File: src/rtl/fetch_pkg.sv
// Shared state encoding and default parameters for the instruction fetch unit.
package fetch_pkg;
    typedef enum logic [1:0] {
        IDLE  = 2'd0,
        FETCH = 2'd1,
        STALL = 2'd2,
        DRAIN = 2'd3
    } fetch_state_t;

    localparam logic [31:0] DEFAULT_RESET_PC = 32'h0000_0000;
    localparam int unsigned DEFAULT_PC_STEP  = 4;
endpackage

File: src/rtl/fetch_unit.sv
// Instruction fetch unit: owns the fetch PC, reads instruction memory with one
// outstanding request and hands words to decode through a one-entry output slot.
module fetch_unit
    import fetch_pkg::*;
#(
    parameter int unsigned       ADDR_W   = 32,
    parameter int unsigned       DATA_W   = 32,
    parameter logic [ADDR_W-1:0] RESET_PC = ADDR_W'(DEFAULT_RESET_PC),
    parameter int unsigned       PC_STEP  = DEFAULT_PC_STEP
) (
    input  logic              clk,
    input  logic              reset_n,
    input  logic              redirect_valid,
    input  logic [ADDR_W-1:0] redirect_pc,
    output logic              imem_req,
    output logic [ADDR_W-1:0] imem_addr,
    input  logic              imem_ack,
    input  logic [DATA_W-1:0] imem_rdata,
    output logic              instr_valid,
    input  logic              instr_ready,
    output logic [DATA_W-1:0] instr_out,
    output logic [ADDR_W-1:0] instr_pc
);
    localparam logic [ADDR_W-1:0] STEP = ADDR_W'(PC_STEP);

    fetch_state_t      state;
    fetch_state_t      state_nxt;
    logic [ADDR_W-1:0] fetch_pc;
    logic [ADDR_W-1:0] fetch_pc_nxt;
    logic [ADDR_W-1:0] pc_inc;
    logic              req_nxt;
    logic [ADDR_W-1:0] addr_nxt;
    logic              valid_nxt;
    logic [DATA_W-1:0] out_nxt;
    logic [ADDR_W-1:0] instr_pc_nxt;
    logic              transfer;
    logic              slot_free;
    logic              pending;

    assign transfer  = instr_valid && instr_ready;
    assign slot_free = !instr_valid || instr_ready;
    assign pending   = imem_req && !imem_ack;
    assign pc_inc    = fetch_pc + STEP;

    always_ff @(posedge clk or negedge reset_n) begin
        if (!reset_n) begin
            state       <= IDLE;
            fetch_pc    <= RESET_PC;
            imem_req    <= 1'b0;
            imem_addr   <= RESET_PC;
            instr_valid <= 1'b0;
            instr_out   <= '0;
            instr_pc    <= '0;
        end else begin
            state       <= state_nxt;
            fetch_pc    <= fetch_pc_nxt;
            imem_req    <= req_nxt;
            imem_addr   <= addr_nxt;
            instr_valid <= valid_nxt;
            instr_out   <= out_nxt;
            instr_pc    <= instr_pc_nxt;
        end
    end

    always_comb begin
        state_nxt = state;
        case (state)
            IDLE:  state_nxt = FETCH;
            FETCH: begin
                if (redirect_valid)
                    state_nxt = imem_ack ? FETCH : DRAIN;
                else if (imem_ack && !slot_free)
                    state_nxt = STALL;
            end
            STALL: begin
                if (redirect_valid || transfer)
                    state_nxt = FETCH;
            end
            DRAIN: begin
                if (imem_ack)
                    state_nxt = FETCH;
            end
            default: state_nxt = IDLE;
        endcase
    end

    always_comb begin
        fetch_pc_nxt = fetch_pc;
        req_nxt      = imem_req;
        addr_nxt     = imem_addr;
        valid_nxt    = instr_valid && !instr_ready;
        out_nxt      = instr_out;
        instr_pc_nxt = instr_pc;
        if (redirect_valid) begin
            // An in-flight read keeps its address until acked; DRAIN throws it away.
            fetch_pc_nxt = redirect_pc;
            valid_nxt    = 1'b0;
            if (!pending) begin
                req_nxt  = 1'b1;
                addr_nxt = redirect_pc;
            end
        end else begin
            case (state)
                IDLE: begin
                    req_nxt  = 1'b1;
                    addr_nxt = fetch_pc;
                end
                FETCH: begin
                    if (imem_ack) begin
                        if (slot_free) begin
                            out_nxt      = imem_rdata;
                            instr_pc_nxt = imem_addr;
                            valid_nxt    = 1'b1;
                            fetch_pc_nxt = pc_inc;
                            addr_nxt     = pc_inc;
                        end else begin
                            // Slot still occupied: drop the word, refetch it after the stall.
                            req_nxt = 1'b0;
                        end
                    end
                end
                STALL: begin
                    if (transfer) begin
                        req_nxt  = 1'b1;
                        addr_nxt = fetch_pc;
                    end
                end
                DRAIN: begin
                    if (imem_ack)
                        addr_nxt = fetch_pc;
                end
                default: req_nxt = 1'b0;
            endcase
        end
    end
endmodule
File: config.mk
export PLATFORM = sky130hd
export DESIGN_NAME = fetch_unit
export DESIGN_NICKNAME = d
export VERILOG_FILES = /design/src/rtl/fetch_pkg.sv /design/src/rtl/fetch_unit.sv
export SDC_FILE = /design/constraint.sdc
export NUM_CORES = 1
export LEC_CHECK = 0
export ABC_AREA = 0
export BUFFER_PORTS_ARGS = -buffer_cell sky130_fd_sc_hd__buf_2
export CAP_MARGIN = 20
export CORE_MARGIN = 5
export CORE_UTILIZATION = 35
export CTS_BUF_LIST = sky130_fd_sc_hd__clkbuf_4 sky130_fd_sc_hd__clkbuf_8 sky130_fd_sc_hd__clkbuf_16
export DETAILED_ROUTE_END_ITERATION = 10
export GPL_TIMING_DRIVEN = 0
export SYNTH_ARGS = -nofsm -noshare
export SYNTH_HDL_FRONTEND = slang
export SYNTH_SLANG_ARGS = --single-unit
export TNS_END_PERCENT = 30
File: constraint.sdc
create_clock -name clk -period 2.9 [get_ports clk]
set_input_delay 0.29 -clock clk [delete_from_list [all_inputs] [get_ports clk]]
set_output_delay 0.29 -clock clk [all_outputs]
set_load 0.1 [all_outputs]
## Word level (Yosys, flattened, before mapping)

Cells that the tools add are included.

- Flip-flop bits (word level): 132
- Input bits: 69
- Output and inout bits: 98
- Word-level logic and storage cells: 66

- Add/sub/neg operators: 1
- Equal/unequal tests: 12
- Mux-type cells: 25
- Bitwise logic cells: 1
- Reduce and logical (&&, ||, !) cells: 20

Operators by type and width:

| operator | count |
|---|---|
| 32-bit 2-to-1 mux | 8 |
| 32-bit one-hot mux with 4 select lines | 1 |
| 32-bit by 3-bit adder with 32-bit output (second input constant) | 1 |
| 3-bit inequality test (second input constant) | 6 |
| 2-bit 2-to-1 mux | 5 |
| 5-bit AND reduction | 2 |
| 1-bit 2-to-1 mux | 9 |
| 2-bit one-hot mux with 4 select lines | 1 |
| 2-bit inequality test (second input constant) | 3 |
| 3-bit AND reduction | 2 |
| 2-bit nonzero test | 3 |
| 2-bit == test (second input constant) | 2 |
| 1-bit logical AND | 4 |
| 1-bit zero test | 4 |
| 4-bit AND reduction | 1 |
| 4-bit nonzero test | 1 |
| 1-bit one-hot mux with 3 select lines | 1 |
| 2-bit by 1-bit == test with 1-bit output (second input constant) | 1 |
| 2-bit zero test | 1 |
| 1-bit logical OR | 2 |
| 1-bit inverter | 1 |

## Depth between registers and ports, before layout

- Depth after elaboration: 7
- Gate-level depth with buffers: 9
- Mapped depth without buffers: 6

## Worst setup path before layout

No wires, ideal clock.

- Kind: flip-flop to flip-flop
- Start: reg instr_valid
- End: reg instr_out[10]
- Setup time: 126 ps
- Arrival time: 2424 ps
- Data required time: 2774 ps
- Path slack: 350 ps
- Cell stages (with the launch flop): 7
- Buffers on the path: 2
- Clock period less this slack: 2550 ps
- Cells stage by stage: dfrtp_1 > or2b_2 > and3_1 > clkbuf_1 > nand2_1 > buf_2 > mux2_2

- Cells in the longest elaborated chain, start to end: 3

RTL lines:

| item | line | source |
|---|---|---|
| from (decl) | fetch_unit.sv:19 | `output logic instr_valid,` |
| from (signal assigned) | fetch_unit.sv:59 | `instr_valid <= valid_nxt;` |
| 1-bit zero test | fetch_unit.sv:41 | `assign slot_free = !instr_valid \|\| instr_ready;` |
| 1-bit logical OR | fetch_unit.sv:41 |  |
| 4-bit AND reduction (no line) | n/a |  |
| to (signal assigned) | fetch_unit.sv:60 | `instr_out <= out_nxt;` |
| to (decl) | fetch_unit.sv:21 | `output logic [DATA_W-1:0] instr_out,` |

Every way passes these cells.
A chain may end at the register's enable or synchronous reset.

## Final worst setup path

- Start: reg state[0]
- End: reg imem_addr[26]

- Cells in the longest elaborated chain, start to end: 3
- Elaborated cells between the ends (all ways): 11
- Those cells by class: 7 x eq/ne; 2 x mux; 2 x reduce/logical

RTL lines:

| item | line | source |
|---|---|---|
| from (decl) | fetch_unit.sv:26 | `fetch_state_t state;` |
| from (signal assigned) | fetch_unit.sv:55 | `state <= state_nxt;` |
| 2-bit by 1-bit == test with 1-bit output, or another cell as far along | fetch_unit.sv:103 | `case (state)` |
| 3-bit inequality test (no line) / 32-bit one-hot mux with 4 select lines (equally long branches) | n/a |  |
| 5-bit AND reduction (no line) / 32-bit 2-to-1 mux (equally long branches) | n/a |  |
| to (signal assigned) | fetch_unit.sv:58 | `imem_addr <= addr_nxt;` |
| to (decl) | fetch_unit.sv:16 | `output logic [ADDR_W-1:0] imem_addr,` |

Several ways; a longest one is shown, not always the timed one.

==> metrics.md <==
| Metric | Value |
|---|---|
| Status | completed |
| Setup bufs post-CTS | 0 |
| Final Setup Violations | 0 |
| Global-route wire length before repair | 29700 µm |
| Final Non-Filler Cells | 1030 |
| Library cells used by synthesis | 62 |
| RR Endpoint | imem_addr[26] |
| Synthesis-to-finish area growth | 26.7% |
| Dpl cell area | 7720 µm² |
| Largest net degree at the start of global routing | 82 |
| Setup slack, reg-to-reg | 310 ps |
| Vias per cell | 5.11 |
| H-tree levels | 4 |
| CP required | 3160 ps |
| CP Class | register to register |
| Layout Skew | 8.83 ps |
| Synthesized area | 6550 µm² |
| Fin. max-slew vios | 0 |
| Synthesis Warnings | 0 |
| Setup crit end | imem_addr[26] |
| Clk slew on worst S/H paths | 60 ps |
| Yosys reg bits | 132 |
| Worst Setup Start Kind | register |
| Measured slew at the worst slew-check pin | 1030 ps |
| Total CTS buffers | 17 |
| Die Width | 147 µm |
| # IOs | 167 |
| GRT overflow | 0 |
| Largest cells by area after synthesis | dfrtp_1 50%, mux2_2 13%, xnor2_1 3.7%, nand2_1 3.2%, xor2_1 2.5% |
| GP Congestion | 0.850 |
| Worst Hold Class | primary input to register |
| Cell area after layout | 8300 µm² |
| Die Y | 147 µm |
| Power Total | 8400 µW |
| Pwr per Cell Area | 1010 nW/µm² |
| Vias in the first global route | 5373 |
| Tcrit/Tclk final | 0.894 |
| Syn Nets | 664 |
| Synth top area share | 0.504 |
| DR vias | 5263 |
| Max Fclk | 386 MHz |
| Worst reg-to-reg path cell count | 7 |
| DP Cell Count | 996 |
| Drt drc | 0 |
| Most frequent cells in the layout | 177 x buf_2, 132 x dfrtp_1, 73 x mux2_2 |
| Core area | 18600 µm² |
| Routed wire length per instance | 17.8 µm |
| Max-cap check violation count | 0 |
| CTS Root Cell | clkbuf_16 |
| Static leakage | 0.00362 µW |
| RSZ-0062 raised after global routing | no |
| Gate Count Post-Synth | 594 |
| CTS tree | done |
| Die area | 21600 µm² |
| Cell Rows | 50 |
| Crit end category | register |
| Final net count | 852 |
| Asr flop ratio synth | 1.00 |
| Top FF cell, synth | dfrtp_1 |
| Starting density of the core | 0.353 |
| Sequential-to-total area share from yosys stat | 0.504 |
| Commonest non-fill, non-tap cell in the layout | buf_2 |
| Antenna violations before repair | 1 |
| Syn_area_per_cell | 11.0 µm² |
| WL final | 18300 µm |
| Crit-path max FO | 10 |
| Hold Slack | 105 ps |
| Routed Antenna Nets | 0 |
| Startpoint of the worst-slack reg-to-reg timing path | state[0] |
| Port buffer count | 166 |
| CTS sink cnt | 132 |
| Setup TNS | 0 ps |
| Synth area leader | dfrtp_1 |
| CP startpoint | state[0] |
| Clk Latency, worst-skew pair | 420 ps |
| Worst path arrival time | 2850 ps |
| Fraction of layout cells with a size suffix above 1 | 0.395 |
| Post-DP HPWL | 13300 µm |
| Max Root-Sink Buffers | 2 |
| 1st-pass router iterations | 5 |
| Post-synth EDFFs | 0 |
| Final hold vios | 0 |
| Peak VDD IR | 453 µV |
| Tot GR Track Use | 0.174 |
| Min cycle time layout | 2590 ps |
| DR iter-0 viols | 287 |
| Slew margin rel. | 0.302 |
==> logic make-up (layout without fill, tap and decap cells) <==
kind of cell | Yosys count | count (layout) | synth area share
and+or+nand+nor | 188 | 188 | 0.157
buffers and inverters | 49 | 250 | 0.0397
other | 0 | 1 | 0
adders and majority gates | 1 | 1 | 0.00191
muxes | 85 | 85 | 0.144
xor gates and xnor gates | 47 | 47 | 0.0628
DFF | 132 | 132 | 0.504
AOI/OAI and AO/OA | 92 | 92 | 0.0913
==> worst min-delay path by stage <==
stage / from / to / depth (start not counted)
floorplan: reset_n / fetch_pc[0] / 0
global placement: fetch_pc[1] / fetch_pc[1] / 1
detailed placement: reset_n / instr_pc[16] / 1
CTS: imem_rdata[9] / instr_out[9] / 2
global route: imem_rdata[31] / instr_out[31] / 2
finish: imem_rdata[9] / instr_out[9] / 2
==> layer usage <==
metal  part of all wire  vias to the layer above  GRT usage
li1                   -                     2520          -
met1               0.47                     2522      0.239
met2               0.46                      202      0.271
met3              0.059                       19     0.0407
met4              0.017                        0     0.0569
met5                  0                        -          0
==> flip-flops by register name, indices dropped and copies added, names as in the netlist <==
signal / cells
state: 2
imem_addr: 32
fetch_pc: 32
instr_pc: 32
instr_out: 32
instr_valid: 1
imem_req: 1
==> worst max-delay path, cell delays in order, from the launching register on <==
cell	delay, ps
dfrtp_1	350
buf_2	170
nor3b_2	220
o21ai_0	490
o311a_1	250
buf_2	330
clkbuf_1	440
a41oi_1	180
==> cell usage after synthesis, drive strengths merged, types with 17 or more instances <==
| cell type | number |
|---|---|
| a21oi | 17 |
| buf | 20 |
| clkbuf | 25 |
| dfrtp | 132 |
| mux2 | 73 |
| nand2 | 55 |
| nand3 | 20 |
| nand4 | 20 |
| nor2 | 24 |
| o21ai | 29 |
| xnor2 | 28 |
| xor2 | 19 |
==> final cells by class <==
class | count | area [µm²]
plain buffers | 45 | 246
fillers | 1784 | 10300
well taps | 234 | 293
inverters | 4 | 15.0
repair buffers | 169 | 880
clock buffers | 23 | 489
flip-flops and latches | 132 | 3300
multi-input cells | 413 | 3000
clock inverters | 9 | 78.8
diodes | 1 | 2.50
==> repair_timing <==
item | in CTS | in global routing
resized for setup | 1 | 2
endpoints found under the hold margin | 80 | 0
hold buffers | 1 | 0
setup endpoints to repair | 2 | 10
==> power breakdown <==
group | internal, µW | switching [µW]
Combinational | 673 | 3180
Clock | 1270 | 808
Sequential | 2230 | 235
==> stage by stage <==
step	worst slack, ps	util
6_report	308	0.447
4_1_cts	146	0.447
5_1_grt	37.6	0.447
3_3_place_gp	-456	0.413
3_5_place_dp	-11.4	0.415
2_1_floorplan	350	-
(Power assumes the default switching activity.)
